==> config.mk <==
export PLATFORM = sky130hd
export DESIGN_NAME = fetch_axil_master
export DESIGN_NICKNAME = d
export VERILOG_FILES = /design/src/rtl/fetch_axil_master.sv
export SDC_FILE = /design/constraint.sdc
export NUM_CORES = 1
export LEC_CHECK = 0
export BUFFER_PORTS_ARGS = -buffer_cell sky130_fd_sc_hd__buf_2
export CELL_PAD_IN_SITES_DETAIL_PLACEMENT = 0
export CELL_PAD_IN_SITES_GLOBAL_PLACEMENT = 2
export CORE_MARGIN = 2
export CORE_UTILIZATION = 30
export CTS_CLUSTER_DIAMETER = 100
export DETAILED_ROUTE_END_ITERATION = 12
export PLACE_DENSITY = 0.76
export SLEW_MARGIN = 20
export SYNTH_ARGS = -nofsm -noshare
export SYNTH_HDL_FRONTEND = slang
export SYNTH_SLANG_ARGS = --single-unit
==> constraint.sdc <==
create_clock -name clk -period 5.8 [get_ports clk]
set_input_delay 0.87 -clock clk [delete_from_list [all_inputs] [get_ports clk]]
set_output_delay 0.87 -clock clk [all_outputs]
set_load 0.02 [all_outputs]
==> src/rtl/fetch_axil_master.sv <==
// Instruction-fetch stage: owns the PC, issues one AXI4-Lite read per instruction and
// buffers returned words with their PC in a 2-entry FIFO toward decode.

`ifndef PC_RESET
`define PC_RESET 32'h0000_0000
`endif

module fetch_axil_master #(
    parameter int unsigned           ADDR_WIDTH = 32,
    parameter int unsigned           DATA_WIDTH = 32,
    parameter logic [ADDR_WIDTH-1:0] RESET_PC   = `PC_RESET,
    parameter int unsigned           FIFO_DEPTH = 2
) (
    input  logic                  clk,
    input  logic                  resetn,

    input  logic                  i_redirect,
    input  logic [ADDR_WIDTH-1:0] i_redirect_pc,

    output logic [ADDR_WIDTH-1:0] o_axil_araddr,
    output logic                  o_axil_arvalid,
    input  logic                  i_axil_arready,
    input  logic [DATA_WIDTH-1:0] i_axil_rdata,
    input  logic                  i_axil_rvalid,
    output logic                  o_axil_rready,

    output logic [DATA_WIDTH-1:0] o_instr,
    output logic [ADDR_WIDTH-1:0] o_pc,
    output logic                  o_valid,
    input  logic                  i_ready
);

    localparam logic [1:0] FIFO_FULL = 2'(FIFO_DEPTH);

    typedef enum logic [1:0] {
        S_IDLE,
        S_AR,
        S_R
    } state_e;

    state_e                state_q;
    logic [ADDR_WIDTH-1:0] pc_q;
    logic [ADDR_WIDTH-1:0] pc_d;
    logic [ADDR_WIDTH-1:0] req_pc_q;
    logic [ADDR_WIDTH-1:0] araddr_q;
    logic                  arvalid_q;
    logic                  rready_q;
    logic                  discard_q;

    logic [1:0]            count_q;
    logic                  wr_ptr_q;
    logic                  rd_ptr_q;
    logic [ADDR_WIDTH-1:0] fifo_pc_q   [2];
    logic [DATA_WIDTH-1:0] fifo_data_q [2];

    logic                  ar_hs;
    logic                  r_hs;
    logic                  push;
    logic                  pop;

    assign ar_hs = (state_q == S_AR) && arvalid_q && i_axil_arready;
    assign r_hs  = (state_q == S_R) && rready_q && i_axil_rvalid;
    // A beat that races a redirect belongs to the old stream and is dropped.
    assign push  = r_hs && !discard_q && !i_redirect;
    assign pop   = i_ready && (count_q != 2'd0);

    // A handshake for a request already made stale by a redirect must not advance
    // the new PC, otherwise the first target word would be skipped.
    always_comb begin
        // NOTE: default first so every path assigns pc_d and no latch is inferred.
        pc_d = pc_q;
        if (i_redirect) begin
            pc_d = i_redirect_pc;
        end else if (ar_hs && !discard_q) begin
            pc_d = pc_q + ADDR_WIDTH'(4);
        end
    end

    // NOTE: sequential state uses non-blocking assignments so every register samples
    // the pre-edge values of its neighbours.
    always_ff @(posedge clk or negedge resetn) begin
        if (!resetn) begin
            state_q   <= S_IDLE;
            pc_q      <= RESET_PC;
            req_pc_q  <= '0;
            araddr_q  <= '0;
            arvalid_q <= 1'b0;
            rready_q  <= 1'b0;
            discard_q <= 1'b0;
        end else begin
            pc_q <= pc_d;
            unique case (state_q)
                S_IDLE: begin
                    if (!i_redirect && (count_q < FIFO_FULL)) begin
                        araddr_q  <= pc_q;
                        req_pc_q  <= pc_q;
                        arvalid_q <= 1'b1;
                        rready_q  <= 1'b1;
                        state_q   <= S_AR;
                    end
                end
                S_AR: begin
                    // An issued AR cannot be withdrawn; mark its data as stale instead.
                    if (i_redirect) begin
                        discard_q <= 1'b1;
                    end
                    if (ar_hs) begin
                        arvalid_q <= 1'b0;
                        state_q   <= S_R;
                    end
                end
                S_R: begin
                    if (r_hs) begin
                        rready_q  <= 1'b0;
                        discard_q <= 1'b0;
                        state_q   <= S_IDLE;
                    end else if (i_redirect) begin
                        discard_q <= 1'b1;
                    end
                end
                default: state_q <= S_IDLE;
            endcase
        end
    end

    always_ff @(posedge clk or negedge resetn) begin
        if (!resetn) begin
            count_q  <= 2'd0;
            wr_ptr_q <= 1'b0;
            rd_ptr_q <= 1'b0;
            // NOTE: storage is reset on purpose: o_instr/o_pc read straight from it and
            // must be zero out of reset.
            for (int i = 0; i < 2; i++) begin
                fifo_pc_q[i]   <= '0;
                fifo_data_q[i] <= '0;
            end
        end else if (i_redirect) begin
            count_q  <= 2'd0;
            wr_ptr_q <= 1'b0;
            rd_ptr_q <= 1'b0;
        end else begin
            if (push) begin
                fifo_pc_q[wr_ptr_q]   <= req_pc_q;
                fifo_data_q[wr_ptr_q] <= i_axil_rdata;
                wr_ptr_q              <= ~wr_ptr_q;
            end
            if (pop) begin
                rd_ptr_q <= ~rd_ptr_q;
            end
            unique case ({push, pop})
                2'b10:   count_q <= count_q + 2'd1;
                2'b01:   count_q <= count_q - 2'd1;
                default: count_q <= count_q;
            endcase
        end
    end

    assign o_axil_araddr  = araddr_q;
    assign o_axil_arvalid = arvalid_q;
    assign o_axil_rready  = rready_q;

    assign o_instr = fifo_data_q[rd_ptr_q];
    assign o_pc    = fifo_pc_q[rd_ptr_q];
    assign o_valid = (count_q != 2'd0);

endmodule

; After elaboration in Yosys (flattened, before gate mapping)
; Cells that the tools add are included.
[totals]
regBits = 201
inputBits = 70
out_inout_bits = 99
word_cells = 88
[op_classes]
addsub = 3
n_lt_le_gt_ge = 4
eq_ne = 7
n_mux = 30
bitwise = 5
n_reduce_logical = 26
[op_table]
columns = cell, n
row1 = 32-bit two-way mux, 9
row2 = 64-bit bitwise mux, 2
row3 = "32-bit by 3-bit adder with 32-bit output, second input constant", 1
row4 = 32-bit demux with 1-bit select, 1
row5 = 2-bit nonzero test, 7
row6 = 1-bit logical AND, 10
row7 = 1-bit two-way mux, 9
row8 = 3-bit AND reduction, 3
row9 = 2-bit two-way mux, 4
row10 = "2-bit != test, second input constant", 3
row11 = 1-bit case mux with 2 select lines, 3
row12 = 2-bit case mux with 3 select lines, 1
row13 = "2-bit by 1-bit == test with 1-bit output, second input constant", 2
row14 = "2-bit == test, second input constant", 2
row15 = "2-bit greater-or-equal comparator, second input constant", 2
row16 = 1-bit inverter with 2-bit output, 2
row17 = 2-bit case mux with 2 select lines, 1
row18 = 2-bit AND reduction, 2
row19 = 1-bit inverter, 3
row20 = 3-bit nonzero test, 1
row21 = "2-bit by 1-bit adder with 2-bit output, second input constant", 1
row22 = 1-bit zero test, 2
row23 = 2-bit zero test, 1
row24 = "2-bit by 1-bit less-than comparator with 1-bit output, second input constant", 1
row25 = other kinds (2), 2

; Longest topological paths before layout
[logic_depth]
word_depth = 8
mapped_depth = 7
depth_no_buf = 6

; Worst setup path after synthesis
; No wires, ideal clock.
[synth_timing]
path_kind = input port to flip-flop
from = input i_redirect
to = register araddr_q[0], in the netlist o_axil_araddr[0]
setup_time_ps = 125
arrival_time_ps = 2249
required_ps = 5675
setup_slack_ps = 3426
stages = 4
path_buffers = 2
cell_sequence = clkbuf_1 -> nor3_1 -> clkbuf_1 -> mux2_2
[synth_between]
elab_chain_cells = 3
[synth_rtl]
columns = item, line_no
row1 = start: declaration, 17  ; input logic i_redirect,
row2 = 1-bit zero test, 94  ; if (!i_redirect && (count_q < FIFO_FULL)) begin
row3 = 1-bit logical AND, 94
row4 = 2-bit AND reduction (no source line), -
row5 = end signal: assignment, 95  ; araddr_q <= pc_q;
row6 = end: declaration, 45  ; logic [ADDR_WIDTH-1:0] araddr_q;
; No other way between the ends.
; A chain may end at the register's enable or synchronous reset.

; Worst setup path in the final report
[layout_timing]
from = register rd_ptr_q
to = output o_instr[25]
[layout_between]
elab_chain_cells = 4
[layout_rtl]
columns = item, line_no
row1 = start: declaration, 52  ; logic rd_ptr_q;
row2 = start signal: assignment, 148  ; rd_ptr_q <= ~rd_ptr_q;
row3 = 1-bit inverter with 2-bit output (implied by the code), 162  ; assign o_instr = fifo_data_q[rd_ptr_q];
row4 = 32-bit two-way mux (implied by the code) (3 in a row), 162
row5 = end: declaration, 27  ; output logic [DATA_WIDTH-1:0] o_instr,
; No other way between the ends. The select of a mux whose other input is x is not followed.

==> flow_metrics.tcl <==
set metrics [dict create \
    outcome "finished clean" \
    syn-num-nets 744 \
    crit_family "flip-flops" \
    cts_setup_buffers 0 \
    max_freq_ghz 0.321 \
    synthesis.area_mm2 0.00901 \
    crit_type "reg -> out" \
    tns_ps 0 \
    cts_buffer_depth 3 \
    tightestPinTransition_ps 1010 \
    finalSetupViolations 0 \
    cts_hold_buf 0 \
    vdd_drop_max_mv 0.191 \
    post-route-period-util_pct 53.8 \
    grt_max_degree 113 \
    startpoint_type "flip-flop" \
    synth_warnings 0 \
    clock_skew_ps 9.40 \
    critPathArrivalTime_ps 2250 \
    slowest_stage "dfrtp_4" \
    layout_min_cycle_time_ps 3120 \
    power_leakage_nw 5.29 \
    gp_congestion 0.748 \
    synthToLayoutAreaGrowth_pct 22.5 \
    wl_per_cell_um 17.4 \
    async_flop_share_pct 100 \
    cts_tree "done" \
    dr.pass1.iters 6 \
    antenna_found_initial 0 \
    power_density_mw_per_mm2 436 \
    clk_latency_ps 530 \
    hold_path_class "in -> async" \
    start_util_pct 30.4 \
    die_w_um 177 \
    endpoint_kind "output pin" \
    track_usage_pct 13.6 \
    power_w 0.00481 \
    synth-seq-cells 201 \
    num_vias 5901 \
    placedCellCount 1196 \
    overflow 0 \
    viasPerCell 4.77 \
    cts.repair.resized 0 \
    io_buffers 168 \
    final_net_count 909 \
    stdcell_area_mm2 0.0110 \
    drive_above_1_share_pct 51.3 \
    clockRootBuffer "clkbuf_16" \
    drv_slew 0 \
    path_clk_slew_ps 60 \
    yosysSeqAreaShare_pct 55.8 \
    fp.dieArea_mm2 0.0314 \
    cts_buffers 25 \
    utilization_pct 37.2 \
    clkSinkCount 201 \
    synth_edf_count 0 \
    drt-total-wl_um 21500 \
    max_cap_viol_count 0 \
    finalNonFillerCells 1238 \
    synth.avg_cell_area_um2 13.5 \
    core_area_mm2 0.0296 \
    grt_pass1_wl_um 33700 \
    relSlewSlack_pct 32.5 \
    path_max_fanout 65 \
    max_stage_delay_ps 1090 \
    crit_buf_inv 1 \
    grt_setup_unrepaired "false" \
    ant_nets 0 \
    synth_cells 668 \
    h-tree-depth 1 \
    synthFlopType "dfrtp_1" \
    hold_violations 0 \
    dpl-instance-area_mm2 0.0103 \
    io_pins 169 \
    drt_iter0_markers 205 \
    synth_cell_type_count 43 \
    cp_cell_sequence "mux2_2 -> buf_2" \
    route.detailed.drc 0 \
    first_global_vias 5942 \
    diodes 0 \
    rows 63 \
    die_y_um 177 \
    dpl.hpwl_um 14200 \
    worstPathRequired_ps 4930 \
]
## final timing paths
kind                            slack (ps)                         from                           end  cells past startpoint
worst max register to register        2960       state_q[0]$_DFFE_PN0P_   fifo_data_q[55]$_DFFE_PN0P_                      6
worst min register to register         480  fifo_data_q[38]$_DFFE_PN0P_   fifo_data_q[38]$_DFFE_PN0P_                      1
max in group asynchronous             4180                       resetn  o_axil_araddr[5]$_DFFE_PN0P_                      2
min in group clk                       480  fifo_data_q[38]$_DFFE_PN0P_   fifo_data_q[38]$_DFFE_PN0P_                      1
worst max-delay path                  2680         rd_ptr_q$_DFFE_PN0P_                   o_instr[25]                      2
worst min-delay path                   410                       resetn   fifo_data_q[35]$_DFFE_PN0P_                      1
## synthesized netlist by cell type, types with 5 or more instances
master | count | share of area (%)
a21oi_1 | 6 | 0.33
a31oi_1 | 14 | 0.97
and3_1 | 6 | 0.42
buf_2 | 18 | 1.0
clkbuf_1 | 15 | 0.63
dfrtp_1 | 201 | 56
ha_1 | 6 | 0.83
inv_1 | 7 | 0.29
mux2_1 | 12 | 1.5
mux2_2 | 216 | 27
nand2_1 | 33 | 1.4
nand3_1 | 13 | 0.72
nand4_1 | 5 | 0.35
nor2_1 | 21 | 0.88
o211ai_1 | 5 | 0.42
o21ai_0 | 15 | 0.83
o31ai_1 | 11 | 0.92
or3_1 | 6 | 0.42
or4_1 | 17 | 1.4
xnor2_1 | 8 | 0.78
xor2_1 | 5 | 0.49
## flip-flops by register name, indices dropped and copies added (netlist names), 2 cells and up
name           cells
pc_q              32
state_q            2
fifo_data_q       64
o_axil_araddr     32
fifo_pc_q         64
count_q            2
## worst reg2reg max path: cells and delay by family, from the launching register on
family                     cells  cell delay [ps]
and+or+nand+nor                2             1150
buffers and inverters          2              510
DFF                            1              410
muxes                          1              400
adders and majority gates      1              260
## cells in the final DEF (no fill, tap or decap), types with 2 or more instances in the layout
cell type and count:
nand2_1 33, nor2_1 21, a31oi_1 14, or4_1 17, mux2_1 12, nand3_1 13, inv_1 7, buf_2 167
clkbuf_16 25, nor4_1 2, o211ai_1 5, buf_4 5, or4_4 2, a21oi_1 6, xor2_1 5, nor3_1 3
clkbuf_8 6, mux2_2 216, dfrtp_1 200, clkinv_2 3, o31ai_1 11, xnor2_1 8, o21ai_0 15, nand4_1 5
and3_1 6, or3_1 6, ha_1 6, clkbuf_1 6
## layout make-up
type	count	area (um^2)
fill	2931	18600
clock inverter	5	46.3
multi-input combinational	423	3800
timing repair buffer	174	908
tap	390	488
inverter	8	30.0
clock buffer	37	731
sequential	201	5030
## layer usage
metal | vias up | global-route usage [%] | share of wire [%] | routed length, um
li1 | 2791 | - | - | -
met1 | 2936 | 18.5 | 46 | 9820
met2 | 143 | 22.4 | 47 | 10200
met3 | 31 | 2.90 | 5.7 | 1230
met4 | 0 | 2.90 | 1.5 | 318
met5 | - | 0 | 0 | 0
## per-stage QoR
step	hold WS, ps	setup slack (ps)
2_1_floorplan	454	3430
3_3_place_gp	464	2770
3_5_place_dp	472	2720
4_1_cts	436	2600
5_1_grt	482	2550
6_report	409	2680
## where the power goes
| part | switching (W) | total [W] | internal, W |
|---|---|---|---|
| clock network | 0.000596 | 0.00147 | 0.000871 |
| logic | 0.000735 | 0.00135 | 0.000619 |
| registers | 0.000269 | 0.00199 | 0.00172 |
## kinds of logic (layout without fill, tap and decap cells)
logic type	after synthesis	in the layout	share of synthesized area (%)
AOI/OAI and AO/OA	58	58	4.15
xor gates and xnor gates	13	13	1.26
adders and majority gates	6	6	0.833
buffers and inverters	44	224	2.17
DFF	201	201	55.8
muxes	229	229	28.6
and+or+nand+nor	117	117	7.13
No activity file was read; power rests on OpenSTA's default activity.
